### config.mk
export PLATFORM = sky130hd
export DESIGN_NAME = hilo_muldiv
export DESIGN_NICKNAME = d
export VERILOG_FILES = /design/src/rtl/hilo_muldiv.sv
export SDC_FILE = /design/constraint.sdc
export NUM_CORES = 1
export LEC_CHECK = 0
export BUFFER_PORTS_ARGS = -buffer_cell sky130_fd_sc_hd__buf_2
export CORE_UTILIZATION = 53
export DETAILED_ROUTE_END_ITERATION = 16
export PLACE_DENSITY = 0.83
export SYNTH_ARGS = -nofsm -noshare
export SYNTH_HDL_FRONTEND = slang
export SYNTH_SLANG_ARGS = --single-unit
### constraint.sdc
create_clock -name clk -period 3.3 [get_ports clk]
set_input_delay 0.165 -clock clk [delete_from_list [all_inputs] [get_ports clk]]
set_output_delay 0.165 -clock clk [all_outputs]
set_load 0.005 [all_outputs]
### src/rtl/hilo_muldiv.sv
// ----------------------------------------------------------------------------
// hilo_muldiv
//
// Architectural HI/LO register pair with an iterative unsigned multiply /
// divide engine, placed beside the ALU in the execute stage.
//
//   MFHI/MFLO : hi/lo are always visible to the ALU.
//   MTHI/MTLO : w_hilo loads write_hi/write_lo, aborting any operation.
//   MULTU     : shift-add, one multiplier bit per cycle (LSB first).
//   DIVU      : restoring division, one quotient bit per cycle (MSB first).
//               A zero divisor completes immediately with hi = dividend and
//               lo = all ones.
//
// Ports
//   clk       in   clock, rising edge
//   rst       in   synchronous reset, active high
//   start     in   begin operation (sampled only in IDLE)
//   op        in   2'b01 MULTU, 2'b10 DIVU, others ignored
//   src_a     in   multiplicand / dividend
//   src_b     in   multiplier / divisor
//   w_hilo    in   direct HI/LO write strobe
//   write_hi  in   value for HI on w_hilo
//   write_lo  in   value for LO on w_hilo
//   hi        out  registered HI
//   lo        out  registered LO
//   busy      out  high while an operation is iterating
//   done      out  one-cycle pulse after HI/LO receive an operation result
// ----------------------------------------------------------------------------
module hilo_muldiv #(
    parameter int LENGTH = 32
) (
    input  logic              clk,
    input  logic              rst,
    input  logic              start,
    input  logic [1:0]        op,
    input  logic [LENGTH-1:0] src_a,
    input  logic [LENGTH-1:0] src_b,
    input  logic              w_hilo,
    input  logic [LENGTH-1:0] write_hi,
    input  logic [LENGTH-1:0] write_lo,
    output logic [LENGTH-1:0] hi,
    output logic [LENGTH-1:0] lo,
    output logic              busy,
    output logic              done
);

    localparam int CNT_W = (LENGTH > 1) ? $clog2(LENGTH) : 1;
    localparam logic [1:0] OP_MULTU = 2'b01;
    localparam logic [1:0] OP_DIVU  = 2'b10;
    localparam logic [CNT_W-1:0] CNT_LAST = CNT_W'(LENGTH - 1);
    localparam logic [CNT_W-1:0] CNT_ONE  = CNT_W'(1);

    typedef enum logic [1:0] {
        ST_IDLE = 2'b00,
        ST_MUL  = 2'b01,
        ST_DIV  = 2'b10
    } state_t;

    state_t            state_r;
    state_t            state_next_s;
    logic [CNT_W-1:0]  cnt_r;
    // a_r: multiplicand, or dividend shifting out MSB-first while quotient
    //      bits shift in at the bottom.
    // b_r: multiplier shifting out LSB-first while low product bits shift in
    //      at the top, or the divisor.
    // part_r: running high product half, or the partial remainder.
    logic [LENGTH-1:0] a_r;
    logic [LENGTH-1:0] b_r;
    logic [LENGTH-1:0] part_r;
    logic [LENGTH-1:0] hi_r;
    logic [LENGTH-1:0] lo_r;
    logic              busy_r;
    logic              done_r;

    logic              accept_mul_s;
    logic              accept_div_s;
    logic              div_zero_s;
    logic              finish_s;

    logic [LENGTH:0]   mul_sum_s;
    logic [LENGTH-1:0] mul_hi_next_s;
    logic [LENGTH-1:0] mul_lo_next_s;
    logic [LENGTH:0]   div_shift_s;
    logic              div_ge_s;
    logic [LENGTH-1:0] div_diff_s;
    logic [LENGTH-1:0] rem_next_s;
    logic [LENGTH-1:0] quo_next_s;

    assign hi   = hi_r;
    assign lo   = lo_r;
    assign busy = busy_r;
    assign done = done_r;

    // One iteration step of each engine, evaluated from the working registers.
    always_comb begin
        mul_sum_s     = {1'b0, part_r} + {1'b0, (b_r[0] ? a_r : {LENGTH{1'b0}})};
        mul_hi_next_s = mul_sum_s[LENGTH:1];
        mul_lo_next_s = {mul_sum_s[0], b_r[LENGTH-1:1]};
        div_shift_s   = {part_r, a_r[LENGTH-1]};
        div_ge_s      = (div_shift_s >= {1'b0, b_r});
        // Only used when the shifted remainder is >= divisor, so the true
        // difference is below the divisor and fits in LENGTH bits.
        div_diff_s    = div_shift_s[LENGTH-1:0] - b_r;
        rem_next_s    = div_ge_s ? div_diff_s : div_shift_s[LENGTH-1:0];
        quo_next_s    = {a_r[LENGTH-2:0], div_ge_s};
    end

    // Next-state logic; a direct HI/LO write overrides everything else.
    always_comb begin
        state_next_s = state_r;
        accept_mul_s = 1'b0;
        accept_div_s = 1'b0;
        div_zero_s   = 1'b0;
        finish_s     = 1'b0;
        if (w_hilo) begin
            state_next_s = ST_IDLE;
        end else begin
            case (state_r)
                ST_IDLE: begin
                    if (start && (op == OP_MULTU)) begin
                        accept_mul_s = 1'b1;
                        state_next_s = ST_MUL;
                    end else if (start && (op == OP_DIVU)) begin
                        if (src_b != {LENGTH{1'b0}}) begin
                            accept_div_s = 1'b1;
                            state_next_s = ST_DIV;
                        end else begin
                            div_zero_s   = 1'b1;
                        end
                    end else begin
                        state_next_s = ST_IDLE;
                    end
                end
                ST_MUL, ST_DIV: begin
                    if (cnt_r == CNT_LAST) begin
                        finish_s     = 1'b1;
                        state_next_s = ST_IDLE;
                    end else begin
                        state_next_s = state_r;
                    end
                end
                default: begin
                    state_next_s = ST_IDLE;
                end
            endcase
        end
    end

    // State register and the busy flag that mirrors it.
    always_ff @(posedge clk) begin
        if (rst) begin
            state_r <= ST_IDLE;
            busy_r  <= 1'b0;
        end else begin
            state_r <= state_next_s;
            busy_r  <= (state_next_s != ST_IDLE);
        end
    end

    // Operand capture and per-cycle iteration of the working registers.
    always_ff @(posedge clk) begin
        if (rst) begin
            a_r    <= {LENGTH{1'b0}};
            b_r    <= {LENGTH{1'b0}};
            part_r <= {LENGTH{1'b0}};
            cnt_r  <= {CNT_W{1'b0}};
        end else if (accept_mul_s || accept_div_s) begin
            a_r    <= src_a;
            b_r    <= src_b;
            part_r <= {LENGTH{1'b0}};
            cnt_r  <= {CNT_W{1'b0}};
        end else if (state_r == ST_MUL) begin
            part_r <= mul_hi_next_s;
            b_r    <= mul_lo_next_s;
            cnt_r  <= cnt_r + CNT_ONE;
        end else if (state_r == ST_DIV) begin
            part_r <= rem_next_s;
            a_r    <= quo_next_s;
            cnt_r  <= cnt_r + CNT_ONE;
        end else begin
            cnt_r  <= {CNT_W{1'b0}};
        end
    end

    // Architectural HI/LO: direct write, divide-by-zero shortcut, or result.
    always_ff @(posedge clk) begin
        if (rst) begin
            hi_r   <= {LENGTH{1'b0}};
            lo_r   <= {LENGTH{1'b0}};
            done_r <= 1'b0;
        end else begin
            done_r <= div_zero_s | finish_s;
            if (w_hilo) begin
                hi_r <= write_hi;
                lo_r <= write_lo;
            end else if (div_zero_s) begin
                hi_r <= src_a;
                lo_r <= {LENGTH{1'b1}};
            end else if (finish_s && (state_r == ST_MUL)) begin
                hi_r <= mul_hi_next_s;
                lo_r <= mul_lo_next_s;
            end else if (finish_s && (state_r == ST_DIV)) begin
                hi_r <= rem_next_s;
                lo_r <= quo_next_s;
            end else begin
                hi_r <= hi_r;
                lo_r <= lo_r;
            end
        end
    end

endmodule

==> results.toml <==
[status]
status = "finished, final reports clean"

[final_layout]
antenna_cells = 0
utilization = 0.7132
syn2layout_area_growth_pct = 30.32
fillers = 1926
fin_cells = 2318
finalNetCount = 2199
layout-drive-gt1-share = 0.2833

[power_and_ir_drop]
power.density_nw_per_um2 = 408.4
leakagePower_nw = 7.523
ir_drop_v = 0.0002792

[clocking]
clk-insertion-delay-late_ns = 0.45
clk_pin_slew_ns = 0.07
clock_sinks = 169
cts-root-buf = "clkbuf_16"
clk_path_buf_depth = 2
htree_num_levels = 4
numCtsBuffers = 17
cts_tree = "done"

[detailed_routing]
wl_mm = 51.58
wire_per_inst_um = 22.25
drc = 0
vias_per_cell = 6.226
drt-pass1-iter-count = 7
ant_nets = 0
first_iter_violations = 1298
vias = 14430

[placed_design]
dp_cells = 2268
portBuffers = 199
gp_congestion = 1.001
dp_slack_ns = -0.1675
dp_hpwl_mm = 38.75

[sta]
rsz0062_at_grt = "yes"
finalCritPeriodShare = 0.9916
setup_slack_ns = 0.02764
report.final.slew_viol_count = 0
tightest_slew_ns = 1.157
fin_crit_ns = 3.272
slew_headroom = 0.2287
skew_ns = 0.01307
hold_viol_final = 0
max_freq_mhz = 305.6
setup_viol = 0

[logic_synthesis]
synth_mux_area_frac = 0.07343
synth_compound_area_frac = 0.3123
synth_edf_count = 0
synth_area_um2 = 12540
synth_xor_area_frac = 0.03981
synthFlopType = "dfxtp_1"
synth_top_family_by_area = "compound AO/OA/AOI/OAI gates"
yosys.area.top_type = "dfxtp_1"
yosysTopAreaCellShare = 0.2698
yosysSeqAreaShare = 0.2698
synthDistinctLibCells = 78
synth_nets = 1847
ys_warn_count = 0
yosys.area_share.simple = 0.1744
synth_adder_area_share = 0.07403
async_reset_ff_frac = 0
synth_cells = 1640
synthTopCellsByArea = "dfxtp_1 27%, ha_1 7.1%, o21ai_0 5.7%"
syn_area_per_cell_um2 = 7.647
ys_seq_elements = 169

[worst_setup_path]
rr_worst_depth = 11
timing.critical_path.buf_inv = 2
critPathLaunchType = "flop"
crit_chain = "inv_1 > ha_1 > and2_4 > a21o_1 > a31oi_1 > o21bai_2 > o311a_4 > or2_4 > buf_12 > a2111oi_0 > nor4_1"
critPathKind = "reg -> reg"
slowest_stage = "a2111oi_0"
critPathArrivalTime_ns = 3.58
critPathMaxStageDelay_ns = 0.53
end_kind = "flop"
cp_max_fo = 8
cp_num_cells = 11
cp_data_required_time_ns = 3.61
critical_path.top_delay_family = "compound AO/OA/AOI/OAI gates"

[floorplan]
start_util = 0.5473
dieArea_um2 = 24280
rows = 55
die_w_um = 155.8
io_pins = 200
coreArea_um2 = 22920
dieHeight_um = 155.8

[global_routing]
track_usage = 0.4212
grt_pass1_vias = 13910
grt_pass1_wl_mm = 77.36
overflow = 0
grt_max_degree = 96
antenna_found_initial = 2

[min_path]
hp-class = "in -> reg"
worstHoldPathCells = 3

[flow_run]
maxCapViolations = 0
## worst register-to-register path, cell delays in order, from the launching register on
cell,delay (ns)
dfxtp_1,0.36
inv_1,0.10
ha_1,0.35
and2_4,0.18
a21o_1,0.19
a31oi_1,0.23
o21bai_2,0.14
o311a_4,0.43
or2_4,0.34
buf_12,0.17
a2111oi_0,0.53
nor4_1,0.13
## cell usage in the layout (no fill, tap or decap), types with 14 or more instances in the layout
master         instances
nor2_1               177
o211ai_1              54
o21ai_0              140
buf_2                199
xnor2_1               29
and2_1                42
mux2i_1               71
nor3_1                18
a21oi_1              136
buf_4                234
nand2_1              141
nand4_1               14
ha_1                  64
clkbuf_16             17
nand3_1               23
dlygate4sd3_1         14
a21o_1                34
dfxtp_1              167
a211oi_1              88
xor2_1                24
mux2_2                16
inv_1                 51
## area by class of cell
cell class	count	area, µm²	area share
Tap cell	313	391.6	0.02396
Clock inverter	12	132.6	0.008115
Timing Repair Buffer	453	3004	0.1838
Inverter	51	191.4	0.01171
Sequential cell	169	3388	0.2073
Clock buffer	20	456.7	0.02794
Multi-Input combinational cell	1300	8778	0.5371
## synthesized netlist by cell type, types with 5 or more instances
cell type and count:
a211o_1 6, a211oi_1 92, a21o_1 35, a21oi_1 142
a311oi_1 8, a31oi_1 13, and2_1 43, and3_1 6
buf_2 12, clkbuf_1 101, dfxtp_1 169, ha_1 71
inv_1 51, mux2_2 16, mux2i_1 71, nand2_1 142
nand2b_1 7, nand3_1 24, nand4_1 14, nor2_1 179
nor3_1 22, nor4_1 11, o211ai_1 54, o21a_1 6
o21ai_0 144, o21ai_1 8, o21bai_1 10, o221a_2 5
o221ai_1 10, o22ai_1 11, o31ai_1 5, or3_1 10
xnor2_1 30, xor2_1 27
## sequential cells by signal, indices dropped and copies added, names as in the netlist
register / count
a_r: 32
state_r: 2
done: 1
b_r: 32
part_r: 32
hi: 32
busy: 1
lo: 32
cnt_r: 5
## final timing paths
kind | slack [ns] | from | endpoint
worst max-delay path | 0.03 | b_r[19] | hi[24]
worst min-delay path | 0.001 | write_lo[29] | lo[29]
worst max register to register | 0.03 | b_r[19] | hi[24]
worst min register to register | 0.45 | cnt_r[0] | cnt_r[0]
## cells by family (layout without fill, tap and decap cells)
| kind of cell | Yosys count | count (layout) |
|---|---|---|
| AO/OA/AOI/OAI | 598 | 598 |
| AND/OR/NAND/NOR | 481 | 483 |
| buffers and inverters | 173 | 536 |
| flip-flops | 169 | 169 |
| multiplexers | 89 | 89 |
| adder cells (fa/ha/maj) | 73 | 73 |
| XOR/XNOR | 57 | 57 |
## through the flow
step	hold slack [ns]	total power, mW	TNS [ns]	cell area [µm²]
2_1_floorplan	0.3089	3.524	0	12540
3_3_place_gp	0.4276	4.405	-0.1455	15300
3_5_place_dp	0.4426	4.436	-0.8969	15300
4_1_cts	0.0002325	6.550	0	16070
5_1_grt	0.005939	6.904	-0.2200	16340
6_report	0.001259	6.675	0	16340
## routing by layer
metal	up-vias	global-route usage	routed length, µm
met3	224	0.06056	3225
met1	6745	0.4838	19640
li1	6745	-	-
met2	718	0.6830	23830
met4	0	0.3782	4893
met5	-	0	0
## what timing repair did
action,CTS,global route
buffers inserted,0,2
endpoints found under the hold margin,14,0
pin swaps,4,19
hold buffers,14,0
resized for setup,10,51
cloned,1,1
setup endpoints to repair,24,43
## where the power goes
group          switching, mW  total, mW  leakage (nW)  internal (mW)
Clock                  0.998       2.11         0.288           1.11
Sequential            0.0934       2.26          1.39           2.16
Combinational           1.27       2.31          5.85           1.04
(Power assumes the default switching activity.)
